## src/rtl/register_file_mp_pkg.sv

```systemverilog
// Shared types and defaults for the multi-port register file with busy scoreboard.
package PkgRegFileMp;

  typedef enum logic {RF_CLEAR, RF_RUN} RfState;

  localparam int DEF_NUM_REGS = 16;
  localparam int DEF_DATA_W   = 32;
  localparam int DEF_NUM_RD   = 2;
  localparam int DEF_NUM_WR   = 2;

  function automatic int sel_w(input int num_regs);
    return (num_regs > 1) ? $clog2(num_regs) : 1;
  endfunction

endpackage

```

## src/rtl/register_file_mp_scoreboard.sv

```systemverilog
// Per-register busy bits: reset clears all, a claim sets, a release clears; claim beats release.
module register_file_mp_scoreboard #(
  parameter int NUM_REGS = 16,
  parameter int SEL_W    = 4
) (
  input  logic                clk,
  input  logic                rst_n,
  input  logic                i_claim_en,
  input  logic [SEL_W-1:0]    i_claim_sel,
  input  logic [NUM_REGS-1:0] i_release,
  output logic [NUM_REGS-1:0] o_busy
);

  logic [NUM_REGS-1:0] r_busy;

  always_ff @(posedge clk) begin
    if (!rst_n) begin
      r_busy <= '0;
    end else begin
      for (int i = 0; i < NUM_REGS; i++) begin
        if (i_claim_en && (i_claim_sel == SEL_W'(i))) begin
          r_busy[i] <= 1'b1;
        end else if (i_release[i]) begin
          r_busy[i] <= 1'b0;
        end
      end
      // Register 0 is never busy; this later assignment overrides anything above.
      r_busy[0] <= 1'b0;
    end
  end

  assign o_busy = r_busy;

endmodule

```

## src/rtl/register_file_mp.sv

```systemverilog
// Multi-port register file (async reads, sync writes, r0 = 0) with busy scoreboard and clear sequencer.
// Optional same-cycle write-to-read forwarding is enabled by defining REGFILE_BYPASS_EN.
module register_file_mp
  import PkgRegFileMp::*;
#(
  parameter  int NUM_REGS = DEF_NUM_REGS,
  parameter  int DATA_W   = DEF_DATA_W,
  parameter  int NUM_RD   = DEF_NUM_RD,
  parameter  int NUM_WR   = DEF_NUM_WR,
  localparam int SEL_W    = sel_w(NUM_REGS)
) (
  input  logic                     clk,
  input  logic                     rst_n,
  input  logic [NUM_RD*SEL_W-1:0]  rd_sel,
  output logic [NUM_RD*DATA_W-1:0] rd_data,
  output logic [NUM_RD-1:0]        rd_busy,
  input  logic [NUM_WR-1:0]        wr_en,
  input  logic [NUM_WR*SEL_W-1:0]  wr_sel,
  input  logic [NUM_WR*DATA_W-1:0] wr_data,
  input  logic                     claim_en,
  input  logic [SEL_W-1:0]         claim_sel,
  output logic                     ready
);

  RfState              r_state;
  RfState              w_state_nxt;
  logic [SEL_W-1:0]    r_clr_idx;
  logic                r_ready;
  logic [DATA_W-1:0]   r_regs [NUM_REGS];
  logic                w_run;
  logic                w_claim_en;
  logic [NUM_REGS-1:0] w_release;
  logic [NUM_REGS-1:0] w_busy;

  assign w_run = (r_state == RF_RUN);

  // NOTE: combinational blocks assign every output a default first so no latch is inferred.
  always_comb begin
    w_state_nxt = r_state;
    case (r_state)
      RF_CLEAR: if (r_clr_idx == SEL_W'(NUM_REGS - 1)) w_state_nxt = RF_RUN;
      default:  w_state_nxt = RF_RUN;
    endcase
  end

  always_ff @(posedge clk) begin
    if (!rst_n) begin
      r_state   <= RF_CLEAR;
      r_clr_idx <= SEL_W'(1);
      r_ready   <= 1'b0;
    end else begin
      r_state <= w_state_nxt;
      r_ready <= (w_state_nxt == RF_RUN);
      if (r_state == RF_CLEAR) r_clr_idx <= r_clr_idx + 1'b1;
    end
  end

  // NOTE: the array has no reset branch; the clear sequencer zeroes it after reset,
  // which keeps it mappable onto plain storage. Later loop iterations win, so the
  // highest-index write port takes priority on a collision.
  always_ff @(posedge clk) begin
    if (rst_n) begin
      if (r_state == RF_CLEAR) begin
        r_regs[r_clr_idx] <= '0;
      end else begin
        for (int p = 0; p < NUM_WR; p++) begin
          if (wr_en[p] && (wr_sel[p*SEL_W +: SEL_W] != '0)) begin
            r_regs[wr_sel[p*SEL_W +: SEL_W]] <= wr_data[p*DATA_W +: DATA_W];
          end
        end
      end
    end
  end

  always_comb begin
    w_release = '0;
    if (w_run) begin
      for (int p = 0; p < NUM_WR; p++) begin
        if (wr_en[p]) w_release[wr_sel[p*SEL_W +: SEL_W]] = 1'b1;
      end
    end
  end

  assign w_claim_en = w_run && claim_en && (claim_sel != '0);

  register_file_mp_scoreboard #(
    .NUM_REGS (NUM_REGS),
    .SEL_W    (SEL_W)
  ) u_scoreboard (
    .clk         (clk),
    .rst_n       (rst_n),
    .i_claim_en  (w_claim_en),
    .i_claim_sel (claim_sel),
    .i_release   (w_release),
    .o_busy      (w_busy)
  );

  always_comb begin
    rd_data = '0;
    rd_busy = '0;
    for (int r = 0; r < NUM_RD; r++) begin
      if (rd_sel[r*SEL_W +: SEL_W] != '0) begin
        rd_data[r*DATA_W +: DATA_W] = r_regs[rd_sel[r*SEL_W +: SEL_W]];
        rd_busy[r]                  = w_busy[rd_sel[r*SEL_W +: SEL_W]];
`ifdef REGFILE_BYPASS_EN
        if (w_run) begin
          for (int p = 0; p < NUM_WR; p++) begin
            if (wr_en[p] && (wr_sel[p*SEL_W +: SEL_W] == rd_sel[r*SEL_W +: SEL_W])) begin
              rd_data[r*DATA_W +: DATA_W] = wr_data[p*DATA_W +: DATA_W];
              // A same-cycle claim on this register will leave it busy, so report that.
              rd_busy[r] = claim_en && (claim_sel == rd_sel[r*SEL_W +: SEL_W]);
            end
          end
        end
`endif
      end
    end
  end

  assign ready = r_ready;

endmodule
```

## config.mk

```make
export PLATFORM = sky130hd
export DESIGN_NAME = register_file_mp
export DESIGN_NICKNAME = d
export VERILOG_FILES = /design/src/rtl/register_file_mp_pkg.sv /design/src/rtl/register_file_mp_scoreboard.sv /design/src/rtl/register_file_mp.sv
export SDC_FILE = /design/constraint.sdc
export NUM_CORES = 1
export LEC_CHECK = 0
export BUFFER_PORTS_ARGS = -buffer_cell sky130_fd_sc_hd__buf_4
export CAP_MARGIN = 5
export CELL_PAD_IN_SITES_DETAIL_PLACEMENT = 2
export CELL_PAD_IN_SITES_GLOBAL_PLACEMENT = 2
export CORE_UTILIZATION = 45
export CTS_BUF_LIST = sky130_fd_sc_hd__clkbuf_16
export CTS_CLUSTER_DIAMETER = 40
export DETAILED_ROUTE_END_ITERATION = 6
export PLACE_DENSITY = 0.88
export SLEW_MARGIN = 10
export SYNTH_ARGS = -nofsm -noshare
export SYNTH_HDL_FRONTEND = slang
export SYNTH_HIERARCHICAL = 1
export SYNTH_SLANG_ARGS = --single-unit
```

## constraint.sdc

```tcl
create_clock -name clk -period 7.9 [get_ports clk]
set_input_delay 0.395 -clock clk [delete_from_list [all_inputs] [get_ports clk]]
set_output_delay 0.395 -clock clk [all_outputs]
set_load 0.02 [all_outputs]
```

Word level (Yosys, flattened, before mapping)
Memory sizes are Yosys's and may differ from the RTL's. Index checks and enable logic that the tools add are counted.

Memories: 1. Output and inout port bits: 67. Bits in writable memories: 512. Bits in registers: 21. Word-level logic and storage cells: 147. Bits of input ports: 89.

Reduce and logical (&&, ||, !) cells: 42. Muxes and demuxes: 62. $add $sub $neg: 1. Magnitude comparators: 6. Eq/ne operators: 16. Bitwise logic cells: 1.

Memories: r_regs (words 16, width 32, read ports 2, clocked after memory_dff 0, write ports 2, line register_file_mp.sv:29) `logic [DATA_W-1:0] r_regs [NUM_REGS];`.

Operator list (number): $mux W32 (3); $mux W16 (4); $mux W1 (50); $eq A4 B4 Y1 const B (9); $reduce_or A32 Y1 (1); $reduce_bool A2 Y1 (15); $logic_and A1 B1 Y1 (21); $lt A4 B5 Y1 const B (4); $reduce_bool A4 Y1 (5); $eq A4 B3 Y1 const B (4); $or A16 B16 Y16 (1); $bmux W1 S4 (2); $demux W1 S4 (2); $eq A4 B2 Y1 const B (2); $ge A4 B1 Y1 const B (2); $add A4 B1 Y4 const B (1); $eq A4 B1 Y1 const B (1); $mux W4 (1).

Logic depth before layout (Yosys ltp)
Depth after elaboration: 11. Gate-level depth with buffers: 8. Depth with buffers taken out: 6.

Modules after synthesis
Netlist, hierarchy kept.

Modules (own cells, without submodules): register_file_mp (sequential area each 14513.9 µm², cells each 2062, area an instance 29719.8 µm², times used 1); register_file_mp_scoreboard (sequential area each 300.3 µm², cells each 62, area an instance 660.6 µm², times used 1).

Least setup slack after synthesis
OpenSTA, ideal clock, no wires.

Path type: reg2reg. Start: register ready (netlist name). End: memory r_regs[10][0] in the netlist's numbering, enable pin. Library setup time: 0.433 ns. Buffers on the path: 1. Setup slack: 4.423 ns. Cell stages (with the launch flop): 6. Arrival: 3.044 ns. Period minus slack after synthesis: 3.477 ns. Cell sequence: dfxtp_1 > nand3_1 > a21oi_2 > buf_6 > mux2_2 > o22ai_1.

RTL lines (line): end: declaration (register_file_mp.sv:29).

Final worst setup path
Start: input port rd_sel[1]. End: output port rd_data[10].

Word-level cells in the longest chain between the ends: 2. Elaborated cells between the ends (all ways): 3. Classes of those cells: 1 x mux; 1 x reduce/logical; 1 x memory.

Ends and longest elaborated chain: start: declaration (line register_file_mp.sv:14) `input logic [NUM_RD*SEL_W-1:0] rd_sel,`; $mem_v2 Z16 W32 or $reduce_bool A4 Y1 (tied branches); $mux W32 (*) (line register_file_mp.sv:102) `if (rd_sel[r*SEL_W +: SEL_W] != '0) begin`; end: declaration (line register_file_mp.sv:15) `output logic [NUM_RD*DATA_W-1:0] rd_data,`.

Every way passes the cells marked *; elsewhere a longest branch is shown, timed or not.

==> metrics.txt <==
area growth from synthesis to layout=15.1%; period utilization=0.600; Slew Viols, Final=0; CTS clk-pin slew, worst paths=0.05 ns; Synth Net Count=2210; post-route setup slack=3.16 ns; cell area after layout=0.0349 mm²; cells after synthesis=2120; Worst Hold Depth=2; Worst R2R End=r_regs[15][15]$_DFFE_PP_; most common cell after layout, fill and taps aside=mux2_2; ordered cell list for the critical path=clkbuf_8 > buf_4 > buf_4 > mux2i_1 > a22oi_1 > a21oi_1 > a21oi_1 > buf_4; PD cells=between 200 and 250 mW/mm²; min-delay worst type=input port to register; register share of total power=0.378; CP bufs+invs=4; Internal=5.60 mW; Post-CTS Hold Fix Bufs=0; HPWL after DPL=about 66000 µm; Slew @ Worst Pin=~1.3 ns; layout cell share with drive strength beyond 1=0.466; H-tree levels=3; cell mode on critical path=buf_4; Worst Skew=0.0484 ns; CP Launch Point=rd_sel[1]; Ports=between 150 and 200; result of the run=finished with violations; die area=0.0685 mm²; R2R cell count=5; DR DRC count=1; initial antenna violation count=6; Die Y=262 µm; Leak=13.5 nW; post-place setup slack=3.56 ns; DR vias=22900; Placer Congestion=0.805; Rel. slew slack=0.121; # setup viols final=0; Hold Vio Cnt, Final=0; first-pass GRT wire length=189000 µm; GR Util All Layers=0.389; total area of sequential cells=roughly 0.015 mm²; Crit-path slowest cell=buf_4; CTS resizes=0; switching pwr=around 2.2 mW; syn avg cell area=~14 µm²; cell area after placement=~0.032 mm²; grt ovf=0; ANT nets after route=0; CP max stage delay=1.02 ns; CP Depth=8; data arrival time of the worst path=4.35 ns; Fillers=5865; Comb pwr share=0.086; clock share of power=0.536; IR drop worst, VDD=around 0.15 mV; violation count after the first detailed-route iteration=2751; clock latency on the worst-skew pair=0.70 ns; RR Startpoint=ready$_SDFF_PN0_; Core Region=0.0662 mm²; vias in the first global route=25000; failing checks=design-rule violations; First-pass DRT Iterations=7; Worst Setup End Kind=primary output; CTS buffer count=93; synthesized area=0.0304 mm²; Post CTS Setup Buffer Count=0; WL final=133000 µm; routed length per instance=~43 µm; initial core utilization=0.458; max-cap viol count=0; Switching Share=0.278; post-route setup TNS=0 ns; fmax=around 210 MHz; CP required=around 7.5 ns; Core Util, Final=0.528; Crit Path Category=input port to primary output; clock sink count=500; width of the die=approximately 260 µm; area occupied by multi-input gates=0.0143 mm²; IO buf count=155; unrepaired setup endpoints after global routing=no; final net count=between 2000 and 2500; TritonCTS clock tree=done; pin count of the biggest net entering global routing=89; Avg Vias per Cell=7.38; fin crit period=4.74 ns; R2R Setup Slk=3.65 ns; CP Max Fanout=64; clk buf depth=3; Synthesis Warnings=6; startpoint types=input port; Power, Total=7.75 mW; Cell Rows=94; most frequent cells in the layout=mux2_2, edfxtp_1, buf_4; clk root buf=clkbuf_16; critical path's top delay family=buffers and inverters; Critical path destination=rd_data[10]
## state kept, by name, indices dropped and copies added (netlist names)
name,count
r_regs,480
r_clr_idx,4
u_scoreboard/o_busy,15
ready,1
## power by group through the flow
stage / registers (mW) / clock network [mW] / logic, mW
after global placement: 2.97 / 0 / 0.594
after global routing: 2.93 / 4.23 / 0.674
after CTS: 2.93 / 4.15 / 0.648
final: 2.93 / 4.16 / 0.664
after floorplan: 2.97 / 0 / 0.353
after detailed placement: 2.98 / 0 / 0.624
## metrics by stage
stage	hold WS, ns	cells
after floorplan	0.458	2120
after global placement	0.480	2925
after detailed placement	0.514	2925
after CTS	0.0266	3101
after global routing	0.0704	3104
final	0.0517	3105
## per-layer routing
layer,routed length [µm],up-vias,share of wire,track usage
met5,26,-,0.00019,0
met4,8310,4,0.062,0.244
met3,12400,538,0.093,0.0741
met2,64100,1841,0.48,0.631
met1,48600,12000,0.36,0.479
li1,-,8557,-,-
## worst min-delay path by stage
| stage | endpoint | start |
|---|---|---|
| detailed placement | u_scoreboard/o_busy[6]$_SDFFE_PN0P_ | u_scoreboard/o_busy[6]$_SDFFE_PN0P_ |
| global placement | u_scoreboard/o_busy[13]$_SDFFE_PN0P_ | u_scoreboard/o_busy[13]$_SDFFE_PN0P_ |
| finish | u_scoreboard/o_busy[4]$_SDFFE_PN0P_ | claim_sel[0] |
| CTS | u_scoreboard/o_busy[4]$_SDFFE_PN0P_ | claim_sel[0] |
| floorplan | u_scoreboard/o_busy[14]$_SDFFE_PN0P_ | u_scoreboard/o_busy[14]$_SDFFE_PN0P_ |
| global route | u_scoreboard/o_busy[4]$_SDFFE_PN0P_ | claim_sel[0] |
## cell type report
cell class / count / share of cell area
diodes: 4 / 0.000287
clock buffers: 94 / 0.0673
clock inverters: 82 / 0.0220
inverters: 7 / 0.000752
multi-input cells: 1348 / 0.410
flip-flops and latches: 500 / 0.424
well taps: 864 / 0.0309
repair buffers: 206 / 0.0448
Power figures use the tool's default switching activity.
